**src/rtl/data_producer_pkg.sv**
```systemverilog
// Shared types and constants for the data_producer pattern source.
// Holds the FSM state encoding, the data and beat-count widths, the LFSR tap
// mask and the LFSR step function used by data_pattern_gen.
package data_producer_pkg;

  typedef enum logic [1:0] {
    IDLE  = 2'd0,
    BURST = 2'd1,
    GAP   = 2'd2,
    DONE  = 2'd3
  } producer_state_t;

  localparam int DATA_W     = 8;
  localparam int BEAT_CNT_W = 16;

  // Tap mask for x^8+x^6+x^5+x^4+1 (bits 7,5,4,3 feed the XOR).
  localparam logic [DATA_W-1:0] LFSR_TAPS = 8'hB8;

  // One Fibonacci LFSR step: shift left, feed the tap parity into bit 0.
  function automatic logic [DATA_W-1:0] lfsr_next(input logic [DATA_W-1:0] v);
    return {v[DATA_W-2:0], ^(v & LFSR_TAPS)};
  endfunction

endpackage

```
**src/rtl/data_producer_if.sv**
```systemverilog
// Bus bundle between the pattern source and its consumer.
// Signals:
//   i_Start, i_Stop   run request / synchronous abort (driven by the consumer side)
//   o_Output_Data     8-bit beat data
//   o_Data_Valid      beat qualifier
//   o_Busy            high while a run is in progress (BURST or GAP)
//   o_Done            one-cycle pulse at normal run completion
//   o_Beat_Count      beats emitted since the last start
// Modports: master = producer, slave = consumer/controller.
interface data_producer_if;
  import data_producer_pkg::*;

  logic                  i_Start;
  logic                  i_Stop;
  logic [DATA_W-1:0]     o_Output_Data;
  logic                  o_Data_Valid;
  logic                  o_Busy;
  logic                  o_Done;
  logic [BEAT_CNT_W-1:0] o_Beat_Count;

  modport master (
    input  i_Start, i_Stop,
    output o_Output_Data, o_Data_Valid, o_Busy, o_Done, o_Beat_Count
  );

  modport slave (
    output i_Start, i_Stop,
    input  o_Output_Data, o_Data_Valid, o_Busy, o_Done, o_Beat_Count
  );

endinterface

```
**src/rtl/data_pattern_gen.sv**
```systemverilog
// Pattern register for data_producer. Holds the value of the NEXT beat to be
// presented; o_seed gives the (possibly sanitised) first value of a run so
// the producer can present it on the load edge while this register moves on.
// Ports:
//   clk, resetn   clock, asynchronous active-low reset
//   i_load        start of run: register <= step(seed)
//   i_advance     a beat was taken: register <= step(register)
//   o_seed        first beat value of a run
//   o_value       next beat value
// Build option: DATA_PRODUCER_LFSR_EN selects an 8-bit Fibonacci LFSR
// (seed 0 forced to 1); otherwise a counter advancing by STEP.
module data_pattern_gen
  import data_producer_pkg::*;
#(
  parameter logic [7:0] SEED = 8'h00,
  parameter logic [7:0] STEP = 8'h01
) (
  input  logic              clk,
  input  logic              resetn,
  input  logic              i_load,
  input  logic              i_advance,
  output logic [DATA_W-1:0] o_seed,
  output logic [DATA_W-1:0] o_value
);

`ifdef DATA_PRODUCER_LFSR_EN
  // An all-zero LFSR never leaves zero, so a zero seed is replaced by 1.
  localparam logic [DATA_W-1:0] C_SEED_EFF = (SEED == 8'h00) ? 8'h01 : SEED;

  function automatic logic [DATA_W-1:0] step_fn(input logic [DATA_W-1:0] v);
    return lfsr_next(v);
  endfunction
`else
  localparam logic [DATA_W-1:0] C_SEED_EFF = SEED;

  function automatic logic [DATA_W-1:0] step_fn(input logic [DATA_W-1:0] v);
    return v + STEP;
  endfunction
`endif

  logic [DATA_W-1:0] r_pattern;

  // Next-beat pattern register: reload at run start, step once per beat.
  always_ff @(posedge clk or negedge resetn) begin
    if (!resetn) begin
      r_pattern <= C_SEED_EFF;
    end else if (i_load) begin
      r_pattern <= step_fn(C_SEED_EFF);
    end else if (i_advance) begin
      r_pattern <= step_fn(r_pattern);
    end else begin
      r_pattern <= r_pattern;
    end
  end

  assign o_seed  = C_SEED_EFF;
  assign o_value = r_pattern;

endmodule

```
**src/rtl/data_producer.sv**
```systemverilog
// Burst pattern source for the 8-bit valid-only data interface.
// On a start request emits NUM_BURSTS bursts of BURST_LEN beats separated by
// GAP_CYCLES idle cycles, then pulses o_Done. All outputs are registered.
// Ports:
//   clk     clock
//   resetn  asynchronous active-low reset
//   bus     data_producer_if.master (i_Start, i_Stop in; data/valid/busy/done/count out)
// Build option: DATA_PRODUCER_LFSR_EN switches the data pattern from a STEP
// counter to an 8-bit LFSR (see data_pattern_gen).
module data_producer
  import data_producer_pkg::*;
#(
  parameter int unsigned BURST_LEN  = 16,
  parameter int unsigned GAP_CYCLES = 3,
  parameter int unsigned NUM_BURSTS = 4,
  parameter logic [7:0]  SEED       = 8'h00,
  parameter logic [7:0]  STEP       = 8'h01
) (
  input  logic                   clk,
  input  logic                   resetn,
  data_producer_if.master        bus
);

  // 9-bit counters leave headroom above the 255 maximum parameter values.
  localparam logic [8:0] C_LEN = 9'(BURST_LEN);
  localparam logic [8:0] C_GAP = 9'(GAP_CYCLES);
  localparam logic [8:0] C_NUM = 9'(NUM_BURSTS);

  producer_state_t       r_state;
  logic [DATA_W-1:0]     r_data;
  logic                  r_valid;
  logic                  r_busy;
  logic                  r_done;
  logic [BEAT_CNT_W-1:0] r_beat_count;
  logic [8:0]            r_beat_in_burst;  // beats presented in current burst
  logic [8:0]            r_gap_cnt;        // gap cycles presented so far
  logic [8:0]            r_burst_cnt;      // bursts completed

  logic              w_load;
  logic              w_emit;
  logic              w_burst_end;
  logic              w_last_burst;
  logic [DATA_W-1:0] w_seed;
  logic [DATA_W-1:0] w_pattern;

  // Decide whether the coming edge starts a run or presents another beat.
  always_comb begin
    w_load       = 1'b0;
    w_emit       = 1'b0;
    w_burst_end  = (r_beat_in_burst == C_LEN);
    w_last_burst = ((r_burst_cnt + 9'd1) == C_NUM);
    if (bus.i_Stop) begin
      w_load = 1'b0;
      w_emit = 1'b0;
    end else begin
      case (r_state)
        IDLE:    w_load = bus.i_Start;
        BURST:   w_emit = !w_burst_end || (!w_last_burst && (C_GAP == 9'd0));
        GAP:     w_emit = (r_gap_cnt == C_GAP);
        DONE:    w_emit = 1'b0;
        default: w_emit = 1'b0;
      endcase
    end
  end

  data_pattern_gen #(
    .SEED (SEED),
    .STEP (STEP)
  ) u_pattern (
    .clk       (clk),
    .resetn    (resetn),
    .i_load    (w_load),
    .i_advance (w_emit),
    .o_seed    (w_seed),
    .o_value   (w_pattern)
  );

  // Run-control FSM with registered outputs. The output registers describe
  // the cycle after the edge, so the first beat appears right after start.
  always_ff @(posedge clk or negedge resetn) begin
    if (!resetn) begin
      r_state         <= IDLE;
      r_data          <= 8'h00;
      r_valid         <= 1'b0;
      r_busy          <= 1'b0;
      r_done          <= 1'b0;
      r_beat_count    <= 16'h0000;
      r_beat_in_burst <= 9'd0;
      r_gap_cnt       <= 9'd0;
      r_burst_cnt     <= 9'd0;
    end else begin
      // A beat counts once it has been on the bus across a clock edge,
      // including the beat that is on the bus when a stop is sampled.
      if (w_load) begin
        r_beat_count <= 16'h0000;
      end else if (r_valid) begin
        r_beat_count <= r_beat_count + 16'h0001;
      end else begin
        r_beat_count <= r_beat_count;
      end

      if (bus.i_Stop) begin
        r_state <= IDLE;
        r_valid <= 1'b0;
        r_busy  <= 1'b0;
        r_done  <= 1'b0;
      end else begin
        case (r_state)
          IDLE: begin
            r_done <= 1'b0;
            if (w_load) begin
              r_state         <= BURST;
              r_valid         <= 1'b1;
              r_busy          <= 1'b1;
              r_data          <= w_seed;
              r_beat_in_burst <= 9'd1;
              r_gap_cnt       <= 9'd0;
              r_burst_cnt     <= 9'd0;
            end
          end
          BURST: begin
            if (w_emit) begin
              r_valid <= 1'b1;
              r_data  <= w_pattern;
              if (w_burst_end) begin
                r_beat_in_burst <= 9'd1;
                r_burst_cnt     <= r_burst_cnt + 9'd1;
              end else begin
                r_beat_in_burst <= r_beat_in_burst + 9'd1;
              end
            end else if (w_last_burst) begin
              r_state     <= DONE;
              r_valid     <= 1'b0;
              r_busy      <= 1'b0;
              r_done      <= 1'b1;
              r_burst_cnt <= r_burst_cnt + 9'd1;
            end else begin
              r_state     <= GAP;
              r_valid     <= 1'b0;
              r_gap_cnt   <= 9'd1;
              r_burst_cnt <= r_burst_cnt + 9'd1;
            end
          end
          GAP: begin
            if (w_emit) begin
              r_state         <= BURST;
              r_valid         <= 1'b1;
              r_data          <= w_pattern;
              r_beat_in_burst <= 9'd1;
              r_gap_cnt       <= 9'd0;
            end else begin
              r_gap_cnt <= r_gap_cnt + 9'd1;
            end
          end
          DONE: begin
            r_state <= IDLE;
            r_done  <= 1'b0;
          end
          default: begin
            r_state <= IDLE;
            r_valid <= 1'b0;
            r_busy  <= 1'b0;
            r_done  <= 1'b0;
          end
        endcase
      end
    end
  end

  assign bus.o_Output_Data = r_data;
  assign bus.o_Data_Valid  = r_valid;
  assign bus.o_Busy        = r_busy;
  assign bus.o_Done        = r_done;
  assign bus.o_Beat_Count  = r_beat_count;

endmodule

```
**src/flat_wrapper.sv**
```systemverilog
// flat-port wrapper written by rule: the top's interface ports become plain ports
module data_producer_flat import data_producer_pkg::*;
#(
  parameter int unsigned BURST_LEN  = 16,
  parameter int unsigned GAP_CYCLES = 3,
  parameter int unsigned NUM_BURSTS = 4,
  parameter logic [7:0]  SEED       = 8'h00,
  parameter logic [7:0]  STEP       = 8'h01
)
  (clk, resetn, bus_i_Start, bus_i_Stop, bus_o_Output_Data, bus_o_Data_Valid, bus_o_Busy, bus_o_Done, bus_o_Beat_Count);
  data_producer_if bus_i ();
  input  logic clk;
  input  logic resetn;
  input wire logic [$bits(bus_i.i_Start)-1:0] bus_i_Start;
  input wire logic [$bits(bus_i.i_Stop)-1:0] bus_i_Stop;
  output wire logic [$bits(bus_i.o_Output_Data)-1:0] bus_o_Output_Data;
  output wire logic [$bits(bus_i.o_Data_Valid)-1:0] bus_o_Data_Valid;
  output wire logic [$bits(bus_i.o_Busy)-1:0] bus_o_Busy;
  output wire logic [$bits(bus_i.o_Done)-1:0] bus_o_Done;
  output wire logic [$bits(bus_i.o_Beat_Count)-1:0] bus_o_Beat_Count;
  assign bus_i.i_Start = bus_i_Start;
  assign bus_i.i_Stop = bus_i_Stop;
  assign bus_o_Output_Data = bus_i.o_Output_Data;
  assign bus_o_Data_Valid = bus_i.o_Data_Valid;
  assign bus_o_Busy = bus_i.o_Busy;
  assign bus_o_Done = bus_i.o_Done;
  assign bus_o_Beat_Count = bus_i.o_Beat_Count;
  data_producer #(.BURST_LEN(BURST_LEN), .GAP_CYCLES(GAP_CYCLES), .NUM_BURSTS(NUM_BURSTS), .SEED(SEED), .STEP(STEP)) u_core (.clk(clk), .resetn(resetn), .bus(bus_i));
endmodule
```
**config.mk**
```make
export PLATFORM = sky130hd
export DESIGN_NAME = data_producer_flat
export DESIGN_NICKNAME = d
export VERILOG_FILES = /design/src/rtl/data_producer_pkg.sv /design/src/rtl/data_producer_if.sv /design/src/rtl/data_pattern_gen.sv /design/src/rtl/data_producer.sv /design/src/flat_wrapper.sv
export SDC_FILE = /design/constraint.sdc
export NUM_CORES = 1
export LEC_CHECK = 0
export CORE_MARGIN = 2
export CORE_UTILIZATION = 45
export CTS_BUF_LIST = sky130_fd_sc_hd__clkbuf_16
export CTS_CLUSTER_SIZE = 10
export DETAILED_ROUTE_END_ITERATION = 8
export PLACE_DENSITY_LB_ADDON = 0.3
export SYNTH_ARGS = -nofsm -noshare
export SYNTH_HDL_FRONTEND = slang
export SYNTH_SLANG_ARGS = --single-unit
```
**constraint.sdc**
```tcl
create_clock -name clk -period 2.8 [get_ports clk]
set_input_delay 0.42 -clock clk [delete_from_list [all_inputs] [get_ports clk]]
set_output_delay 0.42 -clock clk [all_outputs]
set_load 0.005 [all_outputs]
```
==> flow_summary.json, run 1 <==
{
  "run_status": "complete, no violations",
  "numCtsBuffers": 9,
  "setup_viol": 0,
  "fmax_mhz": 432,
  "hold_path_class": "primary input to asynchronous set/reset pin",
  "grt_max_degree": 26,
  "overflow": 0,
  "design_area_um2": 4240,
  "crit_end": "u_core.r_beat_in_burst[7]$_DFFE_PN0P_",
  "synth_edf_count": 0,
  "cts_tree": "built",
  "vdd_drop_max_mv": 0.624,
  "period_share": 0.826,
  "holdBufCountCts": 0,
  "worst-path-stages": 7,
  "ios": 31,
  "fill_cells": 691,
  "ff_latch_area_um2": 1600,
  "synth_top_cell_by_area": "dfrtp_1",
  "hold_viol": 0,
  "postCtsSetupBuffers": 0,
  "synthFlopType": "dfrtp_1",
  "slowest_delay_ns": 0.51,
  "crit_chain": "inv_1, ha_1, nand2_1, or2_2, a211oi_2, a41oi_1, a31oi_1",
  "ys_async_sr_fraction": 1.00,
  "synth-seq-area-share": 0.456,
  "antenna_found_initial": 0,
  "grt_pass1_vias": 2670,
  "path_clk_slew_ns": 0.06,
  "relSlewSlack": 0.362,
  "ys_warn_count": 0,
  "endpoint_kind": "register",
  "worst-setup-path-type": "register to register",
  "finalMaxSlewViolations": 0,
  "ant_nets": 0,
  "port_buffers": 30,
  "diodes": 0,
  "die_w_um": 92.4,
  "syn_to_final_growth_pct": 20.8,
  "cp_num_buf_inv": 1,
  "drive_gt1_frac": 0.120,
  "syn_area_um2": 3510,
  "reg2reg_depth": 7,
  "crit_slowest_cell": "a211oi_2",
  "synth_fp_nets": 379,
  "reg2reg_to": "u_core.r_beat_in_burst[7]$_DFFE_PN0P_",
  "reg2reg_setup_slack_ns": 0.49,
  "multi_input_area_um2": 1790,
  "vias": 2799,
  "crit_fanout": 8,
  "drt-vias-per-instance": 5.50,
  "critical_path.top_delay_family": "compound AO/OA/AOI/OAI gates",
  "firstDrtPassIters": 4,
  "cp.required_ns": 3.05,
  "ctsResizeCount": 0,
  "clock_latency_ns": 0.33,
  "clock_path_buffers": 2,
  "synthDominantCellAreaShare": 0.456,
  "leakagePower_nw": 1.83,
  "routed_wl_mm": 7.47,
  "drc": 0,
  "synth_cell_types": 57,
  "worstPathArrival_ns": 2.56,
  "die_area_um2": 8530,
  "tightestPinTransition_ns": 0.952,
  "worstSetupStartpoint": "u_core.r_state[1]$_DFFE_PN0P_",
  "grt_pass1_wl_mm": 12.6,
  "cap_violations": 0,
  "num_rows": 32,
  "coreArea_um2": 7650,
  "cts_root_buf": "clkbuf_16",
  "htreeDepth": 3,
  "drt-initial-drc-count": 139,
  "netlist_top_cells_count": "64 x dfrtp_1, 42 x nand2_1, 35 x nor2_1",
  "grt_usage": 0.185,
  "period_minus_slack_ns": 2.31,
  "final_nets": 416,
  "yosysMostFrequentCell": "dfrtp_1",
  "synth_seq_cells": 64,
  "dpl-instance-area_um2": 3920,
  "die_h_um": 92.4,
  "rsz0062_at_grt": "false",
  "final.setup.tns_ns": 0,
  "start_kind": "register",
  "p_per_area_nw_per_um2": 821,
  "wl_per_cell_um": 14.7,
  "syn_area_per_cell_um2": 9.63,
  "dp_hpwl_mm": 5.23,
  "cts.sinks": 64,
  "syn_inst": 365,
  "initial_core_util": 0.460,
  "gp_congestion": 0.888,
  "regToRegStartpoint": "u_core.r_state[1]$_DFFE_PN0P_",
  "synth_area_leaders": "dfrtp_1 46%, xor2_1 5.0%, nand2_1 4.5%, nor2_1 3.7%, ha_1 3.6%",
  "clock_skew_ns": 0.0102
}
==> where the power goes <==
part / internal, mW / leakage (nW) / switching, mW
clock network: 0.788 / 0.157 / 0.438
registers: 1.04 / 0.872 / 0.141
logic: 0.422 / 0.800 / 0.649
total: 2.25 / 1.83 / 1.23
==> worst min path at each step <==
stage,startpoint,to,slack (ns),cells after the start
floorplan,resetn,u_core.bus.o_Beat_Count[0]$_DFFE_PN0P_,0.12,0
global placement,resetn,u_core.r_burst_cnt[3]$_DFFE_PN0P_,0.40,1
detailed placement,resetn,u_core.r_burst_cnt[3]$_DFFE_PN0P_,0.40,1
CTS,resetn,u_core.r_burst_cnt[3]$_DFFE_PN0P_,0.06,1
global route,resetn,u_core.r_burst_cnt[3]$_DFFE_PN0P_,0.08,1
finish,resetn,u_core.r_burst_cnt[3]$_DFFE_PN0P_,0.04,1
==> area by class of cell <==
type,instances,area share
Tap cell,102,0.0301
Clock inverter,7,0.0242
Sequential cell,64,0.377
Timing Repair Buffer,37,0.0820
Multi-Input combinational cell,278,0.423
Clock buffer,9,0.0531
Inverter,12,0.0106
==> per-stage QoR <==
stage / cells / power, mW / hold WS (ns) / worst slack, ns / utilization
2_1_floorplan: 365 / 1.96 / 0.124 / 0.829 / -
3_3_place_gp: 493 / 2.25 / 0.396 / 0.446 / 0.512
3_5_place_dp: 493 / 2.28 / 0.401 / 0.388 / 0.512
4_1_cts: 509 / 3.51 / 0.0603 / 0.499 / 0.555
5_1_grt: 509 / 3.69 / 0.0815 / 0.315 / 0.555
6_report: 509 / 3.48 / 0.0413 / 0.487 / 0.555
==> cell families (layout without fill, tap and decap cells) <==
logic type               after synthesis  after routing  synth area share
AO/OA/AOI/OAI                         87             87             0.176
XOR/XNOR                              22             22            0.0548
adder cells (fa/ha/maj)               10             10            0.0356
buffers and inverters                 23             65            0.0338
flip-flops                            64             64             0.456
multiplexers                           7              7            0.0206
AND/OR/NAND/NOR                      152            152             0.224
==> state kept, by name, indices dropped and copies added (netlist names), 2 cells and up <==
| signal | count |
|---|---|
| u_core.u_pattern.o_value | 8 |
| u_core.r_beat_in_burst | 9 |
| u_core.r_gap_cnt | 9 |
| u_core.bus.o_Output_Data | 8 |
| u_core.r_state | 2 |
| u_core.bus.o_Beat_Count | 16 |
| u_core.r_burst_cnt | 9 |
==> placed cells by master (no fill, tap or decap), drive strengths merged, types with 3 or more instances in the layout <==
cell,synthesis,layout
nand3,13,13
and4,3,3
mux2i,5,5
inv,12,14
ha,10,10
a41oi,5,5
nand2,42,42
xor2,20,20
nor3,6,6
or3,5,5
a22o,3,3
and3,14,14
dfrtp,64,64
o21ai,25,25
a31oi,15,15
nand4,12,12
clkbuf,9,9
nor2,35,35
buf,2,8
or2b,4,4
clkdlybuf4s50,0,29
a21oi,21,21
nand2b,7,7
==> routing by layer <==
| metal | GRT usage | share of wire |
|---|---|---|
| met5 | 0 | 0 |
| met4 | 0.0759 | 0.016 |
| met3 | 0.0317 | 0.030 |
| met2 | 0.290 | 0.47 |
| met1 | 0.255 | 0.49 |
Note: power is estimated with default switching activity, not from simulation.
==> inputs of run 2 (changes only) <==
==> constraint.sdc (replaced) <==
create_clock -name clk -period 2 [get_ports clk]
set_input_delay 0.3 -clock clk [delete_from_list [all_inputs] [get_ports clk]]
set_output_delay 0.3 -clock clk [all_outputs]
set_load 0.005 [all_outputs]
==> flow_summary.json, run 2 (synthesis results as in run 1) <==
{
  "coreArea_um2": 7650,
  "cap_violations": 0,
  "dp_slack_ns": -0.0999,
  "reg2reg_depth": 6,
  "numCtsBuffers": 9,
  "pwr-share-comb": 0.398,
  "fmax_mhz": 490,
  "fin_cells": 557,
  "die_area_um2": 8530,
  "cts_root_buf": "clkbuf_16",
  "drive_gt1_frac": 0.257,
  "seqPwrFrac": 0.292,
  "period_minus_slack_ns": 2.04,
  "relSlewSlack": 0.706,
  "largest_reg_flops": 16,
  "cts.sinks": 64,
  "diodes": 0,
  "crit_fanout": 7,
  "period_share": 1.02,
  "final_nets": 464,
  "num_rows": 32,
  "syn_to_final_growth_pct": 36.8,
  "p_total_mw": 5.55,
  "start_kind": "register",
  "initial_core_util": 0.460,
  "cp.required_ns": 2.25,
  "placed_cells": 533,
  "regToRegStartpoint": "u_core.r_beat_in_burst[8]$_DFFE_PN0P_",
  "drt-vias-per-instance": 5.56,
  "firstDrtPassIters": 5,
  "ios": 31,
  "endpoint_kind": "register",
  "htreeDepth": 3,
  "drt-initial-drc-count": 213,
  "violations": "setup timing",
  "ff_latch_area_um2": 1600,
  "die_w_um": 92.4,
  "path_clk_slew_ns": 0.06,
  "p_clk_frac": 0.310,
  "p_int_mw": 3.60,
  "leakagePower_nw": 2.11,
  "clock_skew_ns": 0.00575,
  "layout_common_cells": "64 x dfrtp_1, 49 x buf_4, 41 x nand2_1",
  "vdd_drop_max_mv": 0.678,
  "hold_viol": 0,
  "multi_input_area_um2": 1940,
  "finalMaxSlewViolations": 0,
  "p_sw_frac": 0.352,
  "die_h_um": 92.4,
  "drc": 0,
  "run_status": "finished, violations left",
  "cts_tree": "built",
  "finalWorstSetupSlack_ns": -0.0394,
  "dp_hpwl_mm": 5.64,
  "worstPathArrival_ns": 2.29,
  "fill_cells": 613,
  "overflow": 0,
  "gp_congestion": 0.880,
  "grt_pass1_vias": 2990,
  "tightestPinTransition_ns": 0.441,
  "p_per_area_nw_per_um2": 1150,
  "grt_pass1_wl_mm": 13.9,
  "routed_wl_mm": 8.39,
  "ant_nets": 0,
  "worstSetupStartpoint": "u_core.r_beat_in_burst[8]$_DFFE_PN0P_",
  "setup_viol": 3,
  "p_switching_mw": 1.95,
  "grt_max_degree": 48,
  "vias": 3095,
  "rsz0062_at_grt": "true",
  "worst-setup-path-type": "register to register",
  "port_buffers": 30,
  "antenna_found_initial": 0,
  "layout_commonest_cell": "dfrtp_1",
  "clock_path_buffers": 2,
  "clock_latency_ns": 0.33,
  "wl_per_cell_um": 15.1,
  "grt_usage": 0.206,
  "hold_path_class": "primary input to asynchronous set/reset pin"
}
==> run 2: changes by cell type in the layout (fill, tap and decap cells not counted), moves of 3 or more <==
cell,delta
a31oi_2,+3
o21ai_1,+3
o21ai_0,-4
a31oi_1,-3
a41oi_2,+3
buf_4,+42
buf_12,+4
a41oi_1,-3
==> run 2: final timing paths <==
path | end | slack, ns
min in group clk | u_core.bus.o_Output_Data[1]$_DFFE_PN0P_ | 0.48
setup / recovery | u_core.r_gap_cnt[8]$_DFFE_PN0P_ | -0.04
hold reg to reg | u_core.bus.o_Output_Data[1]$_DFFE_PN0P_ | 0.48
max in group asynchronous | u_core.bus.o_Beat_Count[4]$_DFFE_PN0P_ | 0.97
setup reg to reg | u_core.r_gap_cnt[8]$_DFFE_PN0P_ | -0.04
hold / removal | u_core.r_burst_cnt[3]$_DFFE_PN0P_ | 0.44
==> run 2: critical path, cell delays in order (launching register included) <==
cell	delay, ns
dfrtp_1	0.37
or4_4	0.59
o211ai_4	0.20
o2111a_4	0.28
o211a_4	0.22
a41oi_2	0.13
a31oi_2	0.17
==> run 2: layer usage <==
| layer | share of wire | track usage | vias up |
|---|---|---|---|
| met2 | 0.49 | 0.333 | 71 |
| li1 | - | - | 1492 |
| met3 | 0.039 | 0.0391 | 12 |
| met1 | 0.45 | 0.270 | 1520 |
| met4 | 0.016 | 0.0883 | 0 |
| met5 | 0 | 0 | - |
==> run 2: area by class of cell <==
| class | instances | share of cell area |
|---|---|---|
| Multi-Input combinational cell | 278 | 0.404 |
| Sequential cell | 64 | 0.333 |
| Timing Repair Buffer | 85 | 0.159 |
| Clock buffer | 9 | 0.0469 |
| Tap cell | 102 | 0.0265 |
| Clock inverter | 7 | 0.0213 |
| Inverter | 12 | 0.00937 |
==> run 2: power groups by stage <==
stage	sequential, mW	combinational [mW]	clock [mW]
finish	1.62	2.21	1.72
global route	1.64	2.43	1.82
CTS	1.61	2.00	1.76
detailed placement	1.63	1.93	0
global placement	1.63	1.90	0
floorplan	1.62	1.13	0
==> run 2: timing repair <==
action	CTS	global route
setup buffers	3	5
setup endpoints to repair	16	42
gates resized for setup	4	30
hold endpoints to repair	17	0
hold buffers	1	0
pin swaps	8	12
==> run 2: per-stage QoR <==
step	util	setup TNS [ns]	hold slack (ns)	area (um2)
after CTS	0.607	-0.0787	0.452	4650
final	0.629	-0.0651	0.440	4810
after detailed placement	0.556	-0.773	0.271	4250
after global routing	0.629	-1.95	0.482	4810
after floorplan	-	0	0.00441	3510
after global placement	0.556	-0.595	0.272	4250
==> inputs of run 3 (changes only) <==
--- a/config.mk
+++ b/config.mk
@@ -11,6 +11,7 @@
 export CTS_CLUSTER_SIZE = 10
 export DETAILED_ROUTE_END_ITERATION = 8
 export PLACE_DENSITY_LB_ADDON = 0.3
+export SETUP_SLACK_MARGIN = 0.05
 export SYNTH_ARGS = -nofsm -noshare
 export SYNTH_HDL_FRONTEND = slang
 export SYNTH_SLANG_ARGS = --single-unit
==> flow_summary.json, run 3 (synthesis results as in run 1) <==
{
  "run_status": "finished, violations left",
  "violations": "setup timing",
  "grt_usage": 0.210,
  "tightestPinTransition_ns": 0.431,
  "overflow": 0,
  "cts_tree": "built",
  "diodes": 0,
  "clock_path_buffers": 2,
  "fill_cells": 609,
  "layout_commonest_cell": "dfrtp_1",
  "numCtsBuffers": 9,
  "hold_path_class": "primary input to asynchronous set/reset pin",
  "fin_cells": 560,
  "endpoint_kind": "register",
  "grt_use_met2": 0.345,
  "wl_per_cell_um": 15.0,
  "gp_congestion": 0.903,
  "htreeDepth": 3,
  "multi_input_area_um2": 1880,
  "reg2reg_setup_slack_ns": -0.07,
  "initial_core_util": 0.460,
  "leakagePower_nw": 2.11,
  "reg2reg_depth": 6,
  "antenna_found_initial": 0,
  "regToRegStartpoint": "u_core.r_beat_in_burst[3]$_DFFE_PN0P_",
  "drt-initial-drc-count": 135,
  "p_per_area_nw_per_um2": 1140,
  "relSlewSlack": 0.713,
  "final.setup.tns_ns": -0.468,
  "grt_pass1_wl_mm": 14.2,
  "grt_pass1_vias": 3101,
  "drc": 0,
  "dp_hpwl_mm": 5.71,
  "crit_fanout": 6,
  "hold-worst-slack_ns": 0.437,
  "die_area_um2": 8530,
  "clock_latency_ns": 0.33,
  "cts_root_buf": "clkbuf_16",
  "firstDrtPassIters": 4,
  "num_rows": 32,
  "ios": 31,
  "grt.busiest_layer": "met2",
  "final_nets": 467,
  "routed_wl_mm": 8.38,
  "clock_skew_ns": 0.00729,
  "layout_common_cells": "64 x dfrtp_1, 53 x buf_4, 41 x nand2_1",
  "cp.required_ns": 2.25,
  "rsz0062_at_grt": "true",
  "largest_reg_flops": 16,
  "reg2reg_to": "u_core.r_gap_cnt[5]$_DFFE_PN0P_",
  "vdd_drop_max_mv": 0.510,
  "cts.sinks": 64,
  "worstPathArrival_ns": 2.32,
  "syn_to_final_growth_pct": 35.5,
  "use_met1": 0.266,
  "coreArea_um2": 7650,
  "cap_violations": 0,
  "period_share": 1.03,
  "die_h_um": 92.4,
  "period_minus_slack_ns": 2.07,
  "vias": 3089,
  "path_clk_slew_ns": 0.06,
  "finalMaxSlewViolations": 0,
  "ant_nets": 0,
  "hold_viol": 0,
  "worst-setup-path-type": "register to register",
  "finalWorstSetupSlack_ns": -0.0681,
  "met3_usage": 0.0334,
  "placed_cells": 530,
  "fmax_mhz": 484,
  "port_buffers": 30,
  "drive_gt1_frac": 0.247,
  "start_kind": "register",
  "die_w_um": 92.4,
  "grt_max_degree": 49,
  "setup_viol": 14,
  "ff_latch_area_um2": 1600,
  "drt-vias-per-instance": 5.52
}
run 3: stage by stage:
stage | setup slack, ns | util | area (um2) | total power [mW]
6_report | -0.0681 | 0.623 | 4760 | 5.44
5_1_grt | -0.140 | 0.623 | 4760 | 5.76
4_1_cts | -0.0427 | 0.605 | 4630 | 5.32
3_5_place_dp | -0.0615 | 0.554 | 4240 | 3.55
3_3_place_gp | -0.0223 | 0.554 | 4240 | 3.49
2_1_floorplan | 0.0507 | - | 3520 | 2.77
run 3: final cells by class:
type / count / area share
clock buffers: 9 / 0.0473
clock inverters: 7 / 0.0216
multi-input cells: 278 / 0.396
inverters: 12 / 0.00946
flip-flops and latches: 64 / 0.336
repair buffers: 88 / 0.163
well taps: 102 / 0.0268
run 3: where the power goes:
part,switching (mW),internal (mW)
clock network,0.603,1.10
registers,0.154,1.46
logic,1.14,0.971
total,1.90,3.54
run 3: worst max-delay path by stage:
stage,from,to,slack (ns),cells after the start
3_5_place_dp,bus_i_Stop,u_core.r_gap_cnt[0]$_DFFE_PN0P_,-0.06,5
6_report,u_core.r_beat_in_burst[3]$_DFFE_PN0P_,u_core.r_gap_cnt[5]$_DFFE_PN0P_,-0.07,6
4_1_cts,u_core.r_beat_in_burst[8]$_DFFE_PN0P_,u_core.r_gap_cnt[7]$_DFFE_PN0P_,-0.04,6
2_1_floorplan,u_core.r_state[1]$_DFFE_PN0P_,u_core.r_gap_cnt[8]$_DFFE_PN0P_,0.05,9
5_1_grt,u_core.r_beat_in_burst[3]$_DFFE_PN0P_,u_core.r_gap_cnt[3]$_DFFE_PN0P_,-0.14,6
3_3_place_gp,u_core.r_beat_in_burst[8]$_DFFE_PN0P_,u_core.r_gap_cnt[1]$_DFFE_PN0P_,-0.02,6
run 3: critical path: stages (launching register included):
cell	delay, ns
dfrtp_1	0.39
or4_4	0.58
o211ai_4	0.26
o2111a_4	0.30
buf_4	0.12
or2b_1	0.23
a31oi_1	0.12
run 3: per-layer routing:
| metal | wire (um) | vias up |
|---|---|---|
| li1 | - | 1502 |
| met1 | 3690 | 1494 |
| met2 | 4210 | 74 |
| met3 | 276 | 19 |
| met4 | 195 | 0 |
| met5 | 0 | - |
run 3: what timing repair did:
| item | 4_1_cts | 5_1_grt |
|---|---|---|
| setup endpoints to repair | 36 | 44 |
| resized for setup | 5 | 13 |
| endpoints found under the hold margin | 16 | 0 |
| pin swaps | 3 | 10 |
| cloned | 0 | 0 |
| hold buffers | 1 | 0 |
| buffers inserted | 4 | 9 |
